==> src/rtl/spi_arb_pkg.sv <==
// Shared constants for the SPI bus arbiter: FSM encoding and default watchdog limit.
// Imported by spi_bus_arbiter and rr_priority_picker.
package spi_arb_pkg;

    localparam logic [1:0] ST_IDLE  = 2'd0;
    localparam logic [1:0] ST_ISSUE = 2'd1;
    localparam logic [1:0] ST_WAIT  = 2'd2;
    localparam logic [1:0] ST_RESP  = 2'd3;

    localparam int DEF_TIMEOUT_CYCLES = 4096;

endpackage

==> src/rtl/rr_priority_picker.sv <==
// Combinational round-robin search: first set request at or above ptr_i,
// wrapping modulo NUM_REQ (works for non-power-of-two NUM_REQ).
module rr_priority_picker
    import spi_arb_pkg::*;
#(
    parameter int NUM_REQ = 4,
    parameter int IDX_W   = (NUM_REQ > 1) ? $clog2(NUM_REQ) : 1
) (
    input  logic [NUM_REQ-1:0] req_i,
    input  logic [IDX_W-1:0]   ptr_i,
    output logic [IDX_W-1:0]   idx_o,
    output logic               found_o
);

    // Scan from farthest to nearest so the nearest hit to ptr_i wins.
    always_comb begin
        int pos;
        pos     = 0;
        idx_o   = '0;
        found_o = 1'b0;
        for (int k = NUM_REQ - 1; k >= 0; k--) begin
            pos = int'(ptr_i) + k;
            if (pos >= NUM_REQ) begin
                pos = pos - NUM_REQ;
            end
            if (req_i[pos]) begin
                idx_o   = IDX_W'(pos);
                found_o = 1'b1;
            end
        end
    end

endmodule

==> src/rtl/spi_bus_arbiter.sv <==
// Round-robin arbiter/sequencer sharing one SPI engine among NUM_REQ requesters.
// Optional WAIT watchdog enabled by defining SPI_ARB_TIMEOUT_EN.
module spi_bus_arbiter
    import spi_arb_pkg::*;
#(
    parameter int NUM_REQ        = 4,
    parameter int DATA_W         = 32,
    parameter int CS_W           = 2,
    parameter int TIMEOUT_CYCLES = DEF_TIMEOUT_CYCLES
) (
    input  logic                      clk,
    input  logic                      rst_n,
    input  logic [NUM_REQ-1:0]        req_valid,
    output logic [NUM_REQ-1:0]        req_ready,
    input  logic [NUM_REQ*CS_W-1:0]   req_cs,
    input  logic [NUM_REQ*DATA_W-1:0] req_data,
    output logic [NUM_REQ-1:0]        rsp_valid,
    output logic [DATA_W-1:0]         rsp_data,
    output logic                      rsp_err,
    output logic                      eng_start,
    output logic [CS_W-1:0]           eng_cs,
    output logic [DATA_W-1:0]         eng_tx_data,
    output logic                      eng_abort,
    input  logic                      eng_done,
    input  logic [DATA_W-1:0]         eng_rx_data,
    output logic                      busy
);

    localparam int IDX_W = (NUM_REQ > 1) ? $clog2(NUM_REQ) : 1;

    logic [1:0]        state_q, state_d;
    logic [IDX_W-1:0]  rr_ptr_q, rr_ptr_d;
    logic [IDX_W-1:0]  grant_q, grant_d;
    logic [CS_W-1:0]   cs_q, cs_d;
    logic [DATA_W-1:0] tx_q, tx_d;
    logic [DATA_W-1:0] rsp_data_q, rsp_data_d;
    logic [IDX_W-1:0]  win_idx;
    logic              win_found;
    logic              timeout_hit;

    rr_priority_picker #(
        .NUM_REQ (NUM_REQ),
        .IDX_W   (IDX_W)
    ) u_picker (
        .req_i   (req_valid),
        .ptr_i   (rr_ptr_q),
        .idx_o   (win_idx),
        .found_o (win_found)
    );

`ifdef SPI_ARB_TIMEOUT_EN
    localparam int CNT_W = (TIMEOUT_CYCLES > 2) ? $clog2(TIMEOUT_CYCLES) : 1;

    logic [CNT_W-1:0] cnt_q, cnt_d;
    logic             rsp_err_q, rsp_err_d;

    // Watchdog counts WAIT cycles; held at zero elsewhere so it restarts on entry.
    always_comb begin
        cnt_d = (state_q == ST_WAIT) ? cnt_q + CNT_W'(1) : '0;
        rsp_err_d = rsp_err_q;
        if (state_q == ST_WAIT && eng_done) begin
            rsp_err_d = 1'b0;
        end else if (timeout_hit) begin
            rsp_err_d = 1'b1;
        end
    end

    assign timeout_hit = (state_q == ST_WAIT) && !eng_done &&
                         (cnt_q == CNT_W'(TIMEOUT_CYCLES - 1));
    assign eng_abort   = timeout_hit;
    assign rsp_err     = rsp_err_q;

    // Watchdog and error flag registers.
    always_ff @(posedge clk or negedge rst_n) begin
        if (!rst_n) begin
            cnt_q     <= '0;
            rsp_err_q <= 1'b0;
        end else begin
            cnt_q     <= cnt_d;
            rsp_err_q <= rsp_err_d;
        end
    end
`else
    logic unused_timeout;
    assign unused_timeout = (TIMEOUT_CYCLES == 0);
    assign timeout_hit    = 1'b0;
    assign eng_abort      = 1'b0;
    assign rsp_err        = 1'b0;
`endif

    // Sequencer next-state, request grant and latching.
    always_comb begin
        state_d    = state_q;
        rr_ptr_d   = rr_ptr_q;
        grant_d    = grant_q;
        cs_d       = cs_q;
        tx_d       = tx_q;
        rsp_data_d = rsp_data_q;
        req_ready  = '0;
        case (state_q)
            ST_IDLE: begin
                if (win_found) begin
                    req_ready[win_idx] = 1'b1;
                    grant_d = win_idx;
                    cs_d    = req_cs[win_idx*CS_W +: CS_W];
                    tx_d    = req_data[win_idx*DATA_W +: DATA_W];
                    state_d = ST_ISSUE;
                end
            end
            ST_ISSUE: state_d = ST_WAIT;
            ST_WAIT: begin
                if (eng_done) begin
                    rsp_data_d = eng_rx_data;
                    state_d    = ST_RESP;
                end else if (timeout_hit) begin
                    rsp_data_d = '0;
                    state_d    = ST_RESP;
                end
            end
            ST_RESP: begin
                rr_ptr_d = (grant_q == IDX_W'(NUM_REQ - 1)) ?
                           '0 : grant_q + IDX_W'(1);
                state_d  = ST_IDLE;
            end
            default: state_d = ST_IDLE;
        endcase
    end

    // One-hot response strobe for the granted requester.
    always_comb begin
        rsp_valid = '0;
        if (state_q == ST_RESP) begin
            rsp_valid[grant_q] = 1'b1;
        end
    end

    assign eng_start   = (state_q == ST_ISSUE);
    assign busy        = (state_q != ST_IDLE);
    assign eng_cs      = cs_q;
    assign eng_tx_data = tx_q;
    assign rsp_data    = rsp_data_q;

    // Sequencer state registers.
    always_ff @(posedge clk or negedge rst_n) begin
        if (!rst_n) begin
            state_q    <= ST_IDLE;
            rr_ptr_q   <= '0;
            grant_q    <= '0;
            cs_q       <= '0;
            tx_q       <= '0;
            rsp_data_q <= '0;
        end else begin
            state_q    <= state_d;
            rr_ptr_q   <= rr_ptr_d;
            grant_q    <= grant_d;
            cs_q       <= cs_d;
            tx_q       <= tx_d;
            rsp_data_q <= rsp_data_d;
        end
    end

endmodule

==> config.mk <==
export PLATFORM = sky130hd
export DESIGN_NAME = spi_bus_arbiter
export DESIGN_NICKNAME = d
export VERILOG_FILES = /design/src/rtl/spi_arb_pkg.sv /design/src/rtl/rr_priority_picker.sv /design/src/rtl/spi_bus_arbiter.sv
export SDC_FILE = /design/constraint.sdc
export NUM_CORES = 1
export LEC_CHECK = 0
export ABC_CLOCK_PERIOD_IN_PS = 1700
export BUFFER_PORTS_ARGS = -buffer_cell sky130_fd_sc_hd__buf_4
export CAP_MARGIN = 5
export CORE_AREA = 2 2 106 108
export CTS_CLUSTER_DIAMETER = 80
export DETAILED_ROUTE_END_ITERATION = 10
export DIE_AREA = 0 0 108 110
export GPL_ROUTABILITY_DRIVEN = 1
export PLACE_DENSITY = 0.86
export SLEW_MARGIN = 5
export SYNTH_ARGS = -nofsm -noshare
export SYNTH_HDL_FRONTEND = slang
export SYNTH_SLANG_ARGS = --single-unit
==> constraint.sdc <==
create_clock -name clk -period 1.7 [get_ports clk]
set_clock_uncertainty 0.2 [all_clocks]
set_input_delay 0.17 -clock clk [delete_from_list [all_inputs] [get_ports clk]]
set_output_delay 0.17 -clock clk [all_outputs]
set_load 0.005 [all_outputs]
==> results of run 1 <==
## worst paths after layout
check	start	endpoint	slack (ns)	depth (start not counted)
min reg2reg	rsp_data[11]	rsp_data[11]	0.32	1
min in group asynchronous	rst_n	rsp_data[20]	0.18	3
max	rr_ptr_q[1]	req_ready[1]	-0.43	6
max reg2reg	rr_ptr_q[1]	eng_tx_data[23]	-0.42	7
max in group asynchronous	rst_n	rr_ptr_q[1]	0.79	3
min	req_data[82]	eng_tx_data[18]	-0.01	3
## cells in the final DEF, fill, tap and decap left out, drive strengths merged, types with 2 or more instances in the layout
master	count
inv	8
mux2	33
clkinvlp	2
bufbuf	2
bufinv	2
and2	5
and3	34
buf	295
nor2	36
o21ai	4
nor2b	3
clkbuf	10
mux2i	34
a211oi	68
conb	2
a21oi	2
nand2	8
dfrtp	72
ha	8
dlygate4sd3	77
## metrics by stage
step                      utilization  instances
after floorplan                     -        355
final                          0.7588        858
after detailed placement       0.6009        747
after global placement         0.6009        747
after CTS                      0.7464        858
after global routing           0.7588        858
## final cells by class
type                    count  area (µm²)  share of cell area
clock buffers              10       127.6             0.01572
inverters                   7       26.28            0.003237
repair buffers            374        3274              0.4034
clock inverters             6       92.59             0.01141
multi-input cells         249        2619              0.3226
flip-flops and latches     72        1803              0.2221
well taps                 140       175.2             0.02158
## sequential cells by signal, indices dropped and copies added, names as in the netlist
signal       count
eng_cs           2
eng_tx_data     32
rr_ptr_q         2
state_q          2
rsp_data        32
grant_q          2
## critical path, stage by stage, from the launching register on
cell       delay [ns]
dfrtp_2          0.46
a21boi_2         0.18
a2bb2oi_4        0.26
nand2_8          0.08
buf_12           0.13
nor3b_2          0.16
buf_4            0.13
## kinds of logic after synthesis
| kind of cell | count (synthesis) | synth area share |
|---|---|---|
| compound gates | 81 | 0.1902 |
| fa+ha+maj | 8 | 0.02466 |
| buf+inv | 34 | 0.04470 |
| flops | 72 | 0.4439 |
| mux | 67 | 0.1754 |
| other cells | 1 | 0.0009239 |
| simple gates | 91 | 0.1202 |
## metal layers
metal | GRT usage | wire [µm] | vias to the layer above
met5 | 0 | 0 | -
met4 | 0.1062 | 362 | 0
met3 | 0.05526 | 915 | 27
met2 | 0.5323 | 9352 | 200
met1 | 0.2929 | 6414 | 2162
li1 | - | - | 2009
## power breakdown
group | internal [mW] | leakage (nW) | total, mW | switching, mW
clock | 0.835 | 0.103 | 1.55 | 0.717
combinational | 4.33 | 2.97 | 7.61 | 3.27
sequential | 2.61 | 0.828 | 3.21 | 0.607
## timing repair
| action | in CTS | in global routing |
|---|---|---|
| endpoints found under the setup margin | 75 | 79 |
| endpoints found under the hold margin | 137 | 0 |
| gates resized for setup | 69 | 32 |
| hold buffers | 77 | 0 |
| pin swaps | 23 | 12 |
| setup buffers | 11 | 1 |
| cloned | 7 | 0 |
==> out/results.ini, run 1 <==
[run_status]
status=finished, violations left
violations=hold timing, setup timing

[cts]
cts_sinks=72
clk_pin_slew_ns=0.09
clockBufferDepth=2
cts_buffers=9
cts_tree=yes
htreeDepth=3
clock_latency_ns=0.35
root_buffer=clkbuf_8

[yosys]
syn_avg_cell_area_um2=11.47
ys_seq_area_frac=0.4439
yosysMostFrequentCell=dfrtp_1
yosys-top-cells-count=72 x dfrtp_1, 39 x a211oi_1, 34 x and3_1, 34 x mux2i_1, 34 x nor2_1
ys_ff_latch=72
syn_inst=354
synth_edf_count=0
synth.top_cell.area_share=0.4439
yosysUniqueCellTypes=38
yosys_warnings=0
synth_area_leaders=dfrtp_1 44%, mux2_2 9.2%, a211oi_2 8.9%, mux2i_1 8.4%, a211oi_1 7.2%
yosys.area.top_type=dfrtp_1
synth_ff_type=dfrtp_1
syn-cell-area_um2=4059
synth_async_sr_flop_share=1.000

[finish]
fin_area_um2=8118
final.fill_count=622
antennaDiodeCount=0
layout-drive-gt1-share=0.6198
area_delta_synth_final_pct=100.0
layout.nets=896

[min_path]
worstHoldPathType=input pin to register

[die]
dieArea_um2=11880
start_util=0.3794
die_y_um=110
coreArea_um2=10700
chipWidth_um=108
rows=38
ios=253

[setup_path]
end_kind=output pin
worstPathRequired_ns=1.33
path_class=register to output pin
critPathLaunchType=register
critPathMaxFanout=4
crit_arrival_ns=1.76

[power_and_ir_drop]
power_density_nw_per_um2=1524
finalPower_mw=12.37
vdd_ir_drop_max_v=0.0008458
p_leak_nw=3.902

[sta]
finalCritPeriodShare=1.251
setup_viol=77
hold_violations=2
setup_ws_ns=-0.4264
rsz0062_at_grt=yes
maxSlewViolCount=0
max_freq_mhz=470.3
setup_tns_ns=-18.56
min_period_ns=2.126
whs_ns=-0.01210

[global_route]
first_global_vias=4908
grt_max_degree=73
track_usage=0.2752
grt_pass1_wl_um=24780
antenna_found_initial=0
overflow=0

[detailed_routing]
antenna_left=0
drt-initial-drc-count=180
wirelength_um=17040
vias=4398
drt_first_pass_iters=4
wl_per_cell_um=19.86
viasPerCell=5.126
drc_errors=0

[placed_design]
post-dp-hpwl_um=9989
gp_congestion=0.8343
portBuffers=250
placed_area_um2=6429
pre_cts_slack_ns=-0.1719

[flow_run]
drv_cap=0

No activity file was read; power rests on OpenSTA's default activity.
==> run 2, diff against run 1 <==
Settings changed: ABC_CLOCK_PERIOD_IN_PS 1700 to 2280, CORE_AREA 2 2 106 108 to 3 3 102 104, DIE_AREA 0 0 108 110 to 0 0 105 107, PLACE_DENSITY 0.86 to 0.9.
Clock period 1.7 ns to 2.28 ns, I/O delays scaled along.
==> out/results.ini, run 2 (synthesis gave the netlist of run 1 again) <==
[setup_path]
timing.critical_path.buf_inv=2  ; unchanged
worstPathRequired_ns=1.85  ; +0.52 ns
r2r_end=eng_tx_data[8]
end_kind=output pin
crit_chain=a21boi_2, a2bb2oi_4, buf_4, a21oi_1, buf_4
crit_path_top_delay_cell=dfrtp_1
reg2reg_depth=7  ; unchanged
cpLargestDelayFamily=compound AO/OA/AOI/OAI gates
critPathLaunchType=register
reg2reg_from=rr_ptr_q[1]
r2r_slack_ns=0.17  ; +0.59 ns
crit_arrival_ns=1.80  ; +0.04 ns
critPathMostFrequentCell=buf_4
critPathMaxFanout=35  ; +31
path_class=register to output pin
max_stage_delay_ns=0.44  ; -0.02 ns

[finish]
final_cell_mix=262 x buf_4, 72 x dfrtp_1, 43 x dlygate4sd3_1
fin_area_um2=6843  ; -16%
antennaDiodeCount=0  ; unchanged
layout.nets=832  ; -7.1%
final.fill_count=671  ; +7.9%
layout-drive-gt1-share=0.5505  ; -0.06932
layout_commonest_cell=buf_4
area_delta_synth_final_pct=68.59

[die]
start_util=0.4211  ; +0.04166
coreArea_um2=9639  ; -9.9%
die_y_um=107  ; -2.7%
chipWidth_um=105  ; -2.8%
rows=36  ; -5.3%
dieArea_um2=11240  ; -5.4%
ios=253  ; unchanged

[sta]
finalCritPeriodShare=0.9756
max_freq_mhz=449.6
setup_ws_ns=0.05567  ; +0.4820 ns
slew-limit-headroom=0.3858
hold_violations=0  ; -2
worst_pin_slew_ns=0.9214
maxSlewViolCount=0  ; unchanged
setup_viol=0  ; -100%
min_period_ns=2.224

[detailed_routing]
viasPerCell=5.122  ; about the same
drc_errors=0  ; unchanged
vias=4031  ; -8.3%
wl_per_cell_um=18.22  ; -8.3%
antenna_left=0  ; unchanged
drt-initial-drc-count=129  ; -28%
wirelength_um=14340  ; -16%
drt_first_pass_iters=4  ; unchanged

[cts]
cts_tree=yes
clock_latency_ns=0.33  ; -0.02 ns
clk_pin_slew_ns=0.08  ; about the same
clockBufferDepth=2  ; unchanged
cts_buffers=9  ; unchanged
htreeDepth=3  ; unchanged
cts_sinks=72  ; unchanged
root_buffer=clkbuf_8

[global_route]
antenna_found_initial=0  ; unchanged
overflow=0  ; unchanged
first_global_vias=4014  ; -18%
grt_pass1_wl_um=21290  ; -14%
grt_max_degree=73  ; unchanged
track_usage=0.2401  ; -0.03507

[placed_design]
gp_congestion=0.8263  ; -0.96%
pre_cts_slack_ns=0.2017  ; +0.3735 ns
placed_area_um2=6053  ; -5.8%
post-dp-hpwl_um=9969  ; -0.20%
portBuffers=250  ; unchanged

[power_and_ir_drop]
power_density_nw_per_um2=1128  ; -26%
p_leak_nw=3.320  ; -15%
vdd_ir_drop_max_v=0.0005435  ; -36%
finalPower_mw=7.720  ; -38%

[min_path]
holdPathStages=3  ; unchanged
worstHoldEndpoint=eng_tx_data[26]
worstHoldPathType=input pin to register
min-delay-start=req_data[26]

[run_status]
status=completed

[flow_run]
drv_cap=0  ; unchanged

-- run 2: cell types whose count changed in the layout (fill, tap and decap cells not counted), moves of 5 or more --
cell,change
dlygate4sd3_1,-34
mux2_2,+33
a211oi_1,+34
mux2_4,-33
a211oi_4,-12
a211oi_2,-22
buf_6,-12
buf_16,-5
buf_4,-9
-- run 2: repair_timing --
item | 4_1_cts | 5_1_grt
hold endpoints to repair | 114 | 0
pin swaps | 2 | 1
gates resized for setup | 4 | 11
hold buffers | 43 | 0
buffers inserted | 1 | 8
endpoints found under the setup margin | 4 | 4
-- run 2: metal layers --
metal | share of wire | global-route usage | vias up
met5 | 0 | 0 | -
met4 | 0.011 | 0.05248 | 0
met3 | 0.078 | 0.06743 | 15
met2 | 0.51 | 0.4313 | 183
met1 | 0.40 | 0.2864 | 1934
li1 | - | - | 1899
-- run 2: final cells by class --
| type | instances | area (µm²) | area share |
|---|---|---|---|
| Sequential cell | 72 | 1802 | 0.2633 |
| Inverter | 7 | 26.28 | 0.003840 |
| Clock inverter | 6 | 90.09 | 0.01317 |
| Clock buffer | 10 | 127.6 | 0.01865 |
| Timing Repair Buffer | 310 | 2489 | 0.3637 |
| Multi-Input combinational cell | 249 | 2142 | 0.3130 |
| Tap cell | 133 | 166.4 | 0.02432 |
-- run 2: worst register-to-register path, stage by stage, from the launching register on --
cell and delay, ns:
dfrtp_1 0.43, mux2_2 0.38, nand2_2 0.14, nand2_8 0.11
buf_4 0.18, buf_12 0.16, a211oi_1 0.34, a211oi_2 0.06
-- run 2: where the power goes --
group	total (mW)	leakage [nW]	internal [mW]	switching [mW]
Combinational	4.23	2.38	2.31	1.92
Clock	1.12	0.107	0.623	0.502
Sequential	2.37	0.829	1.94	0.428
-- run 2: worst max path at each step --
stage | startpoint | endpoint | slack (ns) | cells past startpoint
floorplan | state_q[0] | eng_tx_data[10] | 0.36 | 8
global placement | rr_ptr_q[1] | eng_tx_data[3] | 0.23 | 6
detailed placement | state_q[1] | eng_tx_data[3] | 0.20 | 8
CTS | state_q[1] | req_ready[0] | 0.009 | 8
global route | rr_ptr_q[1] | req_ready[0] | -0.007 | 5
finish | rr_ptr_q[1] | req_ready[0] | 0.06 | 5
-- run 2: through the flow --
step                       TNS (ns)  utilization  hold slack, ns  cells
final                             0       0.7099        0.009436    787
after CTS                         0       0.6977       0.0001307    779
after global placement            0       0.6280          0.1996    719
after detailed placement          0       0.6280          0.2239    719
after floorplan                   0            -         -0.2676    355
after global routing      -0.006748       0.7099        0.005921    787
==> run 3, diff against run 2 <==
Settings changed: CELL_PAD_IN_SITES_DETAIL_PLACEMENT set to 1, CELL_PAD_IN_SITES_GLOBAL_PLACEMENT set to 2, CORE_AREA 3 3 102 104 to 3 3 132 134, DIE_AREA 0 0 105 107 to 0 0 135 137, PLACE_DENSITY 0.9 to 0.91.
==> out/results.ini, run 3 (synthesis gave the netlist of run 1 again) <==
[run_status]
status=completed

[sta]
maxSlewViolCount=0  ; unchanged
setup_viol=0  ; unchanged
setup_tns_ns=0  ; unchanged
worst_pin_slew_ns=0.6126  ; -0.3088 ns
setup_ws_ns=0.08694  ; +0.03127 ns
finalCritPeriodShare=0.9619  ; -0.01372
slew-limit-headroom=0.5901  ; +0.2043
min_period_ns=2.193  ; -0.03127 ns
hold_violations=0  ; unchanged
whs_ns=0.01024  ; +0.0008060 ns
max_freq_mhz=456.0  ; +1.4%
rsz0062_at_grt=no

[detailed_routing]
viasPerCell=4.627  ; -9.7%
drc_errors=0  ; unchanged
vias=4039  ; +0.20%
drt_first_pass_iters=4  ; unchanged
wl_per_cell_um=19.05  ; +4.5%
antenna_left=0  ; unchanged
wirelength_um=16630  ; +16%
drt-initial-drc-count=89  ; -31%

[cts]
cts_sinks=72  ; unchanged
cts_tree=yes
cts_buffers=9  ; unchanged
clockBufferDepth=2  ; unchanged
clock_latency_ns=0.33  ; about the same
htreeDepth=3  ; unchanged
clk_pin_slew_ns=0.06  ; -0.02 ns
root_buffer=clkbuf_16

[placed_design]
gp_congestion=0.8110  ; -1.9%
pre_cts_slack_ns=-0.02040  ; -0.2221 ns
placed_area_um2=6205  ; +2.5%
dpl.cell_count=809  ; +13%
portBuffers=250  ; unchanged
post-dp-hpwl_um=11790  ; +18%

[setup_path]
crit_chain=mux2_2, nand2_2, nand2_4, buf_12, nor3_2, buf_4
max_stage_delay_ns=0.42  ; -0.02 ns
timing.critical_path.buf_inv=2  ; unchanged
end_kind=output pin
r2r_slack_ns=0.23  ; +0.06 ns
worstPathRequired_ns=1.85  ; about the same
cpLargestDelayFamily=flip-flops
reg2reg_from=state_q[1]
reg2reg_depth=9  ; +2
r2r_end=eng_tx_data[9]
critPathMaxFanout=10  ; -71%
critPathLaunchType=register
crit_path_top_delay_cell=dfrtp_1
path_class=register to output pin
crit_arrival_ns=1.77  ; -0.03 ns

[power_and_ir_drop]
p_leak_nw=3.371  ; +1.5%
finalPower_mw=8.124  ; +5.2%
vdd_ir_drop_max_v=0.0003986  ; -27%
power_density_nw_per_um2=1152  ; +2.1%

[finish]
antennaDiodeCount=0  ; unchanged
final_cell_mix=261 x buf_4, 72 x dfrtp_1, 38 x dlygate4sd3_1
area_delta_synth_final_pct=73.80
layout.nets=831  ; -0.12%
layout_commonest_cell=buf_4
final_util=0.4300  ; -0.2799
layout-drive-gt1-share=0.5620  ; +0.01156
fin_area_um2=7054  ; +3.1%
instances_no_fill=873  ; +11%

[global_route]
grt_pass1_wl_um=24630  ; +16%
first_global_vias=4456  ; +11%
track_usage=0.1710  ; -0.06908
antenna_found_initial=0  ; unchanged
overflow=0  ; unchanged
grt_max_degree=40  ; -45%

[flow_run]
drv_cap=0  ; unchanged

[min_path]
holdPathStages=3  ; unchanged
worstHoldPathType=input pin to register
min-delay-start=req_cs[0]
worstHoldEndpoint=eng_cs[0]

[die]
rows=47  ; +31%
ios=253  ; unchanged
start_util=0.2474  ; -0.1737
die_y_um=137  ; +28%
dieArea_um2=18500  ; +65%
chipWidth_um=135  ; +29%
coreArea_um2=16410  ; +70%

## run 3: area by class of cell
| type | count | area (µm²) |
|---|---|---|
| repair buffers | 308 | 2512 |
| multi-input cells | 250 | 2155 |
| inverters | 7 | 26.28 |
| clock inverters | 4 | 27.53 |
| clock buffers | 12 | 256.5 |
| well taps | 220 | 275.3 |
| fillers | 1792 | 9353 |
| flip-flops and latches | 72 | 1802 |
## run 3: how the worst max path moves through the flow
stage               cells past startpoint  slack (ns)               to          from
floorplan                               8        0.36  eng_tx_data[10]    state_q[0]
global placement                        6        0.06   eng_tx_data[2]  req_valid[0]
detailed placement                      7       -0.02   eng_tx_data[2]    state_q[0]
CTS                                     6       0.007     req_ready[1]   rr_ptr_q[1]
global route                            5       0.004     req_ready[0]   rr_ptr_q[1]
finish                                  6        0.09     req_ready[3]   rr_ptr_q[1]
## run 3: report_power, final
group	internal, mW	total (mW)	switching, mW
sequential	1.95	2.35	0.405
combinational	2.37	4.44	2.06
clock	0.798	1.34	0.539
total	5.12	8.12	3.01
## run 3: worst reg2reg max path, delay by kind of cell (launching register included)
family,cells,cell delay [ns]
adder cells (fa/ha/maj),1,0.23
AND/OR/NAND/NOR,2,0.24
AO/OA/AOI/OAI,1,0.21
buffers and inverters,5,0.67
flip-flops,1,0.41
## run 3: metal layers
layer / vias up / GRT usage / share of wire
li1: 1894 / - / -
met5: - / 0 / 0
met1: 1933 / 0.1919 / 0.40
met4: 0 / 0.05823 / 0.021
met2: 189 / 0.3149 / 0.51
met3: 23 / 0.04375 / 0.068
## run 3: timing repair
item,in CTS,in global routing
endpoints found under the hold margin,70,0
endpoints found under the setup margin,4,19
cloned,1,2
setup buffers,3,4
gates resized for setup,4,10
pin swaps,2,1
hold buffers,38,0
